===== src/rtl/serial_pkg.sv =====
// Shared definitions for the serial chain: FSM state type and counter sizing.
package serial_pkg;

  typedef enum logic [1:0] {
    IDLE  = 2'd0,
    SHIFT = 2'd1,
    GAP   = 2'd2
  } state_e;

  // Bits needed to hold values 0..value-1; never less than 1 so DIV=1 still gets a counter.
  function automatic int clog2(input int value);
    int width;
    width = 1;
    while ((32'sd1 <<< width) < value) begin
      width = width + 1;
    end
    return width;
  endfunction

endpackage


===== src/rtl/bit_tick_gen.sv =====
// Bit-period down-counter: tick marks the last clock of each DIV-clock bit period.
module bit_tick_gen
  import serial_pkg::*;
#(
  parameter int DIV = 1
) (
  input  logic clk,
  input  logic rst,
  input  logic clr,
  input  logic load,
  input  logic en,
  output logic tick
);

  localparam int CW = clog2(DIV);
  localparam logic [CW-1:0] RELOAD = CW'(DIV - 1);

  logic [CW-1:0] cnt_r;

  // Load starts a fresh bit period; while enabled the counter wraps on every tick.
  always_ff @(posedge clk) begin
    if (rst) begin
      cnt_r <= '0;
    end else if (load) begin
      cnt_r <= RELOAD;
    end else if (clr) begin
      cnt_r <= '0;
    end else if (en) begin
      if (cnt_r == '0) begin
        cnt_r <= RELOAD;
      end else begin
        cnt_r <= cnt_r - CW'(1);
      end
    end else begin
      cnt_r <= cnt_r;
    end
  end

  assign tick = en && (cnt_r == '0);

endmodule


===== src/rtl/piso_serializer.sv =====
// Parallel-in/serial-out stage: one word per handshake, shifted MSB-first at DIV clocks per bit.
module piso_serializer
  import serial_pkg::*;
#(
  parameter int DATA_W   = 8,
  parameter int DIV      = 1,
  parameter int GAP_BITS = 0
) (
  input  logic              clk,
  input  logic              rst,
  input  logic [DATA_W-1:0] in_data,
  input  logic              in_valid,
  output logic              in_ready,
  output logic              serial_out,
  output logic              bit_strobe,
  output logic              frame_start,
  output logic              busy
);

  localparam int BCW = clog2(DATA_W);
  localparam int GCW = clog2(GAP_BITS + 1);
  localparam logic HAS_GAP = (GAP_BITS > 0);
  localparam logic [BCW-1:0] BIT_LAST = BCW'(DATA_W - 1);
  localparam logic [GCW-1:0] GAP_LAST = GCW'(HAS_GAP ? GAP_BITS - 1 : 0);

  state_e            state_r, state_nxt;
  logic [DATA_W-1:0] shreg_r, shreg_nxt;
  logic [BCW-1:0]    bit_cnt_r, bit_cnt_nxt;
  logic [GCW-1:0]    gap_cnt_r, gap_cnt_nxt;

  logic tick_s;
  logic last_bit_s;
  logic last_gap_s;
  logic frame_end_s;
  logic ready_s;
  logic accept_s;

  bit_tick_gen #(
    .DIV (DIV)
  ) u_tick (
    .clk  (clk),
    .rst  (rst),
    .clr  ((state_r == IDLE) && !accept_s),
    .load (accept_s),
    .en   (state_r != IDLE),
    .tick (tick_s)
  );

  assign last_bit_s  = (state_r == SHIFT) && tick_s && (bit_cnt_r == '0);
  assign last_gap_s  = (state_r == GAP) && tick_s && (gap_cnt_r == '0);
  assign frame_end_s = (last_bit_s && !HAS_GAP) || last_gap_s;
  assign ready_s     = !rst && ((state_r == IDLE) || frame_end_s);
  assign accept_s    = in_valid && ready_s;
  assign in_ready    = ready_s;

  // Next-state logic; a word accepted on a frame's final cycle starts shifting with no bubble.
  always_comb begin
    state_nxt   = state_r;
    shreg_nxt   = shreg_r;
    bit_cnt_nxt = bit_cnt_r;
    gap_cnt_nxt = gap_cnt_r;
    if (accept_s) begin
      state_nxt   = SHIFT;
      shreg_nxt   = in_data;
      bit_cnt_nxt = BIT_LAST;
    end else begin
      case (state_r)
        IDLE: begin
          state_nxt = IDLE;
        end
        SHIFT: begin
          if (last_bit_s) begin
            if (HAS_GAP) begin
              state_nxt   = GAP;
              gap_cnt_nxt = GAP_LAST;
            end else begin
              state_nxt = IDLE;
            end
          end else if (tick_s) begin
            shreg_nxt   = {shreg_r[DATA_W-2:0], 1'b0};
            bit_cnt_nxt = bit_cnt_r - BCW'(1);
          end else begin
            state_nxt = SHIFT;
          end
        end
        GAP: begin
          if (last_gap_s) begin
            state_nxt = IDLE;
          end else if (tick_s) begin
            gap_cnt_nxt = gap_cnt_r - GCW'(1);
          end else begin
            state_nxt = GAP;
          end
        end
        default: begin
          state_nxt = IDLE;
        end
      endcase
    end
  end

  // State and outputs are registered from the next-state values so outputs line up with the state.
  always_ff @(posedge clk) begin
    if (rst) begin
      state_r     <= IDLE;
      shreg_r     <= '0;
      bit_cnt_r   <= '0;
      gap_cnt_r   <= '0;
      serial_out  <= 1'b0;
      bit_strobe  <= 1'b0;
      frame_start <= 1'b0;
      busy        <= 1'b0;
    end else begin
      state_r     <= state_nxt;
      shreg_r     <= shreg_nxt;
      bit_cnt_r   <= bit_cnt_nxt;
      gap_cnt_r   <= gap_cnt_nxt;
      serial_out  <= (state_nxt == SHIFT) ? shreg_nxt[DATA_W-1] : 1'b0;
      bit_strobe  <= accept_s || ((state_r == SHIFT) && tick_s && !last_bit_s);
      frame_start <= accept_s || (frame_start && (state_r == SHIFT) && !tick_s);
      busy        <= (state_nxt != IDLE);
    end
  end

endmodule

===== config.mk =====
export PLATFORM = sky130hd
export DESIGN_NAME = piso_serializer
export DESIGN_NICKNAME = d
export VERILOG_FILES = /design/src/rtl/serial_pkg.sv /design/src/rtl/bit_tick_gen.sv /design/src/rtl/piso_serializer.sv
export SDC_FILE = /design/constraint.sdc
export NUM_CORES = 1
export LEC_CHECK = 0
export ABC_CLOCK_PERIOD_IN_PS = 1750
export CORE_UTILIZATION = 45
export CTS_BUF_LIST = sky130_fd_sc_hd__clkbuf_4 sky130_fd_sc_hd__clkbuf_8
export CTS_CLUSTER_SIZE = 20
export DETAILED_ROUTE_END_ITERATION = 8
export GPL_TIMING_DRIVEN = 0
export PLACE_DENSITY = 0.81
export SLEW_MARGIN = 20
export SYNTH_ARGS = -nofsm -noshare
export SYNTH_HDL_FRONTEND = slang
export SYNTH_SLANG_ARGS = --single-unit

===== constraint.sdc =====
create_clock -name clk -period 1.75 [get_ports clk]
set_input_delay 0.2625 -clock clk [delete_from_list [all_inputs] [get_ports clk]]
set_output_delay 0.2625 -clock clk [all_outputs]
set_load 0.01 [all_outputs]

## Word-level counts from Yosys, hierarchy flattened

Index checks and enable logic that the tools add are counted.

- Output and inout port bits: 5
- Input bits: 11
- Logic and storage cells: 66
- Bits in registers: 19

- Reduce and logical (&&, ||, !) cells: 29
- Equal/unequal tests: 4
- Mux-type cells: 15
- Bitwise gates (word level): 5
- Add/sub/neg operators: 3

Operators by type and width:

| cell | count |
|---|---|
| $mux 8 | 4 |
| $mux 3 | 4 |
| $logic_and 1x1->1 | 11 |
| $mux 2 | 5 |
| $reduce_bool 2->1 | 4 |
| $not 1->1 | 5 |
| $eq 2x1->1 const B | 2 |
| $logic_not 1->1 | 4 |
| $logic_or 1x1->1 | 4 |
| $pmux 2 s2 | 1 |
| $reduce_and 4->1 | 1 |
| $logic_not 3->1 | 1 |
| $reduce_and 3->1 | 1 |
| $reduce_or 3->1 | 1 |
| $sub 3x1->3 const B | 1 |
| $eq 2x2->1 const B | 1 |
| $logic_not 2->1 | 1 |
| $ne 2x1->1 const B | 1 |
| $reduce_or 2->1 | 1 |
| $sub 1x1->1 const B | 2 |
| $mux 1 | 1 |

## Depth between registers and ports, before layout

- Depth in word-level cells: 12
- Gate-level depth with buffers: 7
- Depth with buffers taken out: 6

## Modules after synthesis

From an unflattened synthesis, not the netlist that was laid out.

- Cell total of the unflattened synthesis: 97
- Area, all modules: 887.1 sq um

By module, submodules not included:

| module | instances | area each (sq um) | cells an instance |
|---|---|---|---|
| piso_serializer | 1 | 879.6 | 96 |
| bit_tick_gen | 1 | 7.5 | 1 |

## Worst setup path before layout

Ideal clock, no wire load.

- Kind: register to register
- From: reg state_r[1]
- To: reg busy
- Arrival: 1681 ps
- Cell stages (with the launch flop): 7
- Data required time: 1679 ps
- Slack: -2 ps
- Buffers on the path: 0
- Library setup time: 71 ps
- Path through: dfxtp_1 > inv_1 > ha_1 > and3b_1 > or3_4 > a2111oi_4 > o21bai_1

- Word-level cells in the longest chain between the ends: 10
- Elaborated cells on any way between the ends: 20
- Those cells by class: 2 x eq/ne; 6 x mux; 12 x reduce/logical

RTL lines:

| element | RTL line | source |
|---|---|---|
| start, declared | piso_serializer.sv:26 | `state_e state_r, state_nxt;` |
| start signal, assigned | piso_serializer.sv:114 | `state_r <= state_nxt;` |
| branches (longest 8 deep; another with $reduce_bool 2->1) | -- |  |
| $mux 2 * | piso_serializer.sv:62 | `if (accept_s) begin` |
| $reduce_bool 2->1 * | piso_serializer.sv:121 | `busy <= (state_nxt != IDLE);` |
| end signal, assigned | piso_serializer.sv:121 |  |
| end, declared | piso_serializer.sv:17 | `output logic busy` |

Every way passes the cells marked *.
A chain may end at the register's enable or synchronous reset.

## Final worst setup path

- From: reg bit_cnt_r[0]
- To: out in_ready

- Word-level cells in the longest chain between the ends: 5

RTL lines:

| element | RTL line | source |
|---|---|---|
| start, declared | piso_serializer.sv:28 | `logic [BCW-1:0] bit_cnt_r, bit_cnt_nxt;` |
| start signal, assigned | piso_serializer.sv:116 | `bit_cnt_r <= bit_cnt_nxt;` |
| $logic_not 3->1 | piso_serializer.sv:49 | `assign last_bit_s = (state_r == SHIFT) && tick_s && (bit_cnt_r == '0);` |
| $logic_and 1x1->1 | piso_serializer.sv:49 |  |
| $logic_or 1x1->1 | piso_serializer.sv:51 | `assign frame_end_s = (last_bit_s && !HAS_GAP) \|\| last_gap_s;` |
| $logic_or 1x1->1 | piso_serializer.sv:52 | `assign ready_s = !rst && ((state_r == IDLE) \|\| frame_end_s);` |
| $logic_and 1x1->1 | piso_serializer.sv:52 |  |
| end, declared | piso_serializer.sv:13 | `output logic in_ready,` |

Every way passes these cells.

==> flow_summary.toml <==
[global_route]
grt_use_met3_pct = 5.88
grt_overflow_total = 0
grtUsageMet1_pct = 26.9
grt_usage_pct = 22.3
grt-busiest-layer = "met2"
grt_max_degree = 11
antenna_found_initial = 0
grt_use_met2_pct = 40.0
first_global_vias = 743
grt_pass1_wl_mm = 3.37

[timing]
timing.final.ws_setup_ns = -0.243
hold_viol = 0
finalSetupViolations = 6
worst_hold_slack_ns = 0.483
fmax_ghz = 0.502
max_slew_margin_pct = 65.4
slew_violations = 0
finalClockSkew_ns = 0.0118
finalCritPeriodShare_pct = 114
rsz0062_at_grt = "true"
finalCriticalPeriod_ns = 1.99
setup_tns_ns = -0.372
tightest_slew_ns = 0.519

[cells_and_area]
final_nets = 141
n_antenna_cell = 0
drive_gt1_share_pct = 18.9
syn_to_final_growth_pct = 30.6
fillCellCount = 148
register_area_um2 = 363
design_area_mm2 = 0.00117
multi_input_area_um2 = 524

[clocking]
cts-root-buf = "clkbuf_4"
clk_latency_ns = 0.29
cts_tree = "done"
h-tree-depth = 1
cts-buffers-inserted = 3
cts_sinks = 18
path_clk_slew_ns = 0.10
cts_buffer_depth = 2

[hold_path]
hold_depth = 2
hold_start = "frame_start"
hold_path.class = "reg -> reg"

[synthesis]
synth.most_common_cell = "dfxtp_1"
yosys_register_bits = 18
async_flop_share_pct = 0
synth-xor-area-share_pct = 1.95
yosys_most_used_dff = "dfxtp_1"
synthSimpleGateAreaFrac_pct = 23.0
synth_adder_area_share_pct = 8.36
synth-edff-count = 0
synth_compound_area_share_pct = 21.4
synthCells = 102
netlist_top_cells_area = "dfxtp_1 40%, ha_1 8.4%, a311oi_1 5.8%"
syn_area_um2 = 898
synthMuxAreaShare_pct = 0
postSynthAreaPerCell_um2 = 8.81
yosysTopAreaCellShare_pct = 40.1
synthDistinctLibCells = 30
yosys-top-cells-count = "18 x dfxtp_1, 10 x nand3_1, 9 x nand2_1, 7 x nor2_1"
yosys.area.top_type = "dfxtp_1"
syn-num-nets = 119
synth_seq_area_share_pct = 40.1
synth_top_family_by_area = "simple AND/OR/NAND/NOR gates"
synth_warnings = 0

[floorplan]
die-area_mm2 = 0.00218
core-area_mm2 = 0.00180
die_height_um = 46.7
pin_count = 16
rows = 15
initial_core_util_pct = 49.9
die_w_um = 46.7

[worst_setup_path]
r2r-start = "bit_cnt_r[0]"
r2r_end = "busy"
start_kind = "flop"
crit_end = "in_ready"
path_class = "reg -> out"
cp.required_ns = 1.49
arrival_ns = 1.73
reg2reg_depth = 7
rrSetupSlack_ns = -0.07
worstPathMaxFanout = 3
crit_start = "bit_cnt_r[0]"
end_kind = "output pin"

[run_status]
violations = "negative setup slack"
run_status = "finished, violations left"

[place]
portBuffers = 15
place_area_mm2 = 0.00108
hpwl_mm = 1.47
gp_congestion = 0.840
place_ws_ns = -0.413

[power_and_ir_drop]
ir_worst_vdd_mv = 0.613
p_leak_nw = 0.422
power.density_mw_per_mm2 = 713
p_total_uw = 837

[route]
vias = 819
first_iter_violations = 21
drcViolationCount = 0
drt-pass1-iter-count = 4
wl_per_cell_um = 14.3
ant_nets = 0
routed_via_density = 5.57
wl_mm = 2.10

[flow_run]
maxCapViolations = 0
-- cells by family (layout without fill, tap and decap cells) --
| logic type | Yosys count | after routing |
|---|---|---|
| flip-flops | 18 | 18 |
| AO/OA/AOI/OAI | 24 | 24 |
| AND/OR/NAND/NOR | 40 | 40 |
| buffers and inverters | 12 | 32 |
| XOR/XNOR | 2 | 2 |
| adder cells (fa/ha/maj) | 6 | 6 |
-- power by group --
part | leakage, nW | switching (mW) | internal (mW)
Sequential | 0.149 | 0.0136 | 0.438
Clock | 0.0138 | 0.121 | 0.0801
Combinational | 0.259 | 0.0943 | 0.0901
Total | 0.422 | 0.229 | 0.608
-- registers in the layout (all words and copies together), names as in the netlist --
register / count
bit_cnt_r: 3
bit_strobe: 1
busy: 1
frame_start: 1
gap_cnt_r: 1
serial_out: 1
shreg_r: 8
state_r: 2
-- metrics by stage --
step | util (%) | instances
floorplan | - | 102
global placement | 60.1 | 142
detailed placement | 60.1 | 142
CTS | 64.7 | 148
global route | 65.1 | 147
finish | 65.1 | 147
-- area by class of cell --
cell class                 count  share of cell area [%]
timing repair buffer          18                    15.4
buffer                         5                    2.56
multi-input combinational     72                    44.7
tap                           25                    2.67
inverter                       6                    1.92
sequential                    18                    30.9
clock buffer                   3                    1.92
-- cells in the final DEF, fill, tap and decap left out, drive strengths merged, types with 2 or more instances in the layout --
master / synthesis / layout
o31ai: 2 / 2
nand3: 10 / 10
a21oi: 4 / 4
inv: 6 / 6
buf: 1 / 6
ha: 6 / 6
o21ai: 4 / 4
nand2b: 3 / 3
clkbuf: 5 / 6
nor2b: 5 / 5
clkdlybuf4s50: 0 / 14
nor2: 7 / 7
a311oi: 6 / 6
dfxtp: 18 / 18
nand2: 9 / 9
-- worst min-delay path by stage --
| stage | endpoint | slack (ns) |
|---|---|---|
| after floorplan | state_r[1] | 0.36 |
| after global routing | shreg_r[0] | 0.51 |
| after CTS | frame_start | 0.48 |
| after detailed placement | shreg_r[0] | 0.46 |
| after global placement | shreg_r[0] | 0.46 |
| final | frame_start | 0.48 |
-- worst max-delay path: stages, from the launching register on --
cell and delay (ns):
dfxtp_1 0.32, inv_1 0.07, ha_2 0.20, and3b_1 0.21, or3_4 0.34, nor2b_1 0.14
buf_2 0.16
-- what timing repair did --
item                                    in CTS  in global routing
gates resized for setup                     16                  7
pin swaps                                    3                  0
hold buffers                                 0                  0
gates cloned                                 0                  0
endpoints found under the setup margin      19                 19
buffers inserted                             3                  0
-- per-layer routing --
metal  routed length (um)  up-vias
met3                   89        2
met1                  901      391
met4                   12        0
met5                    0        -
li1                     -      405
met2                 1090       21
Power figures use the tool's default switching activity.
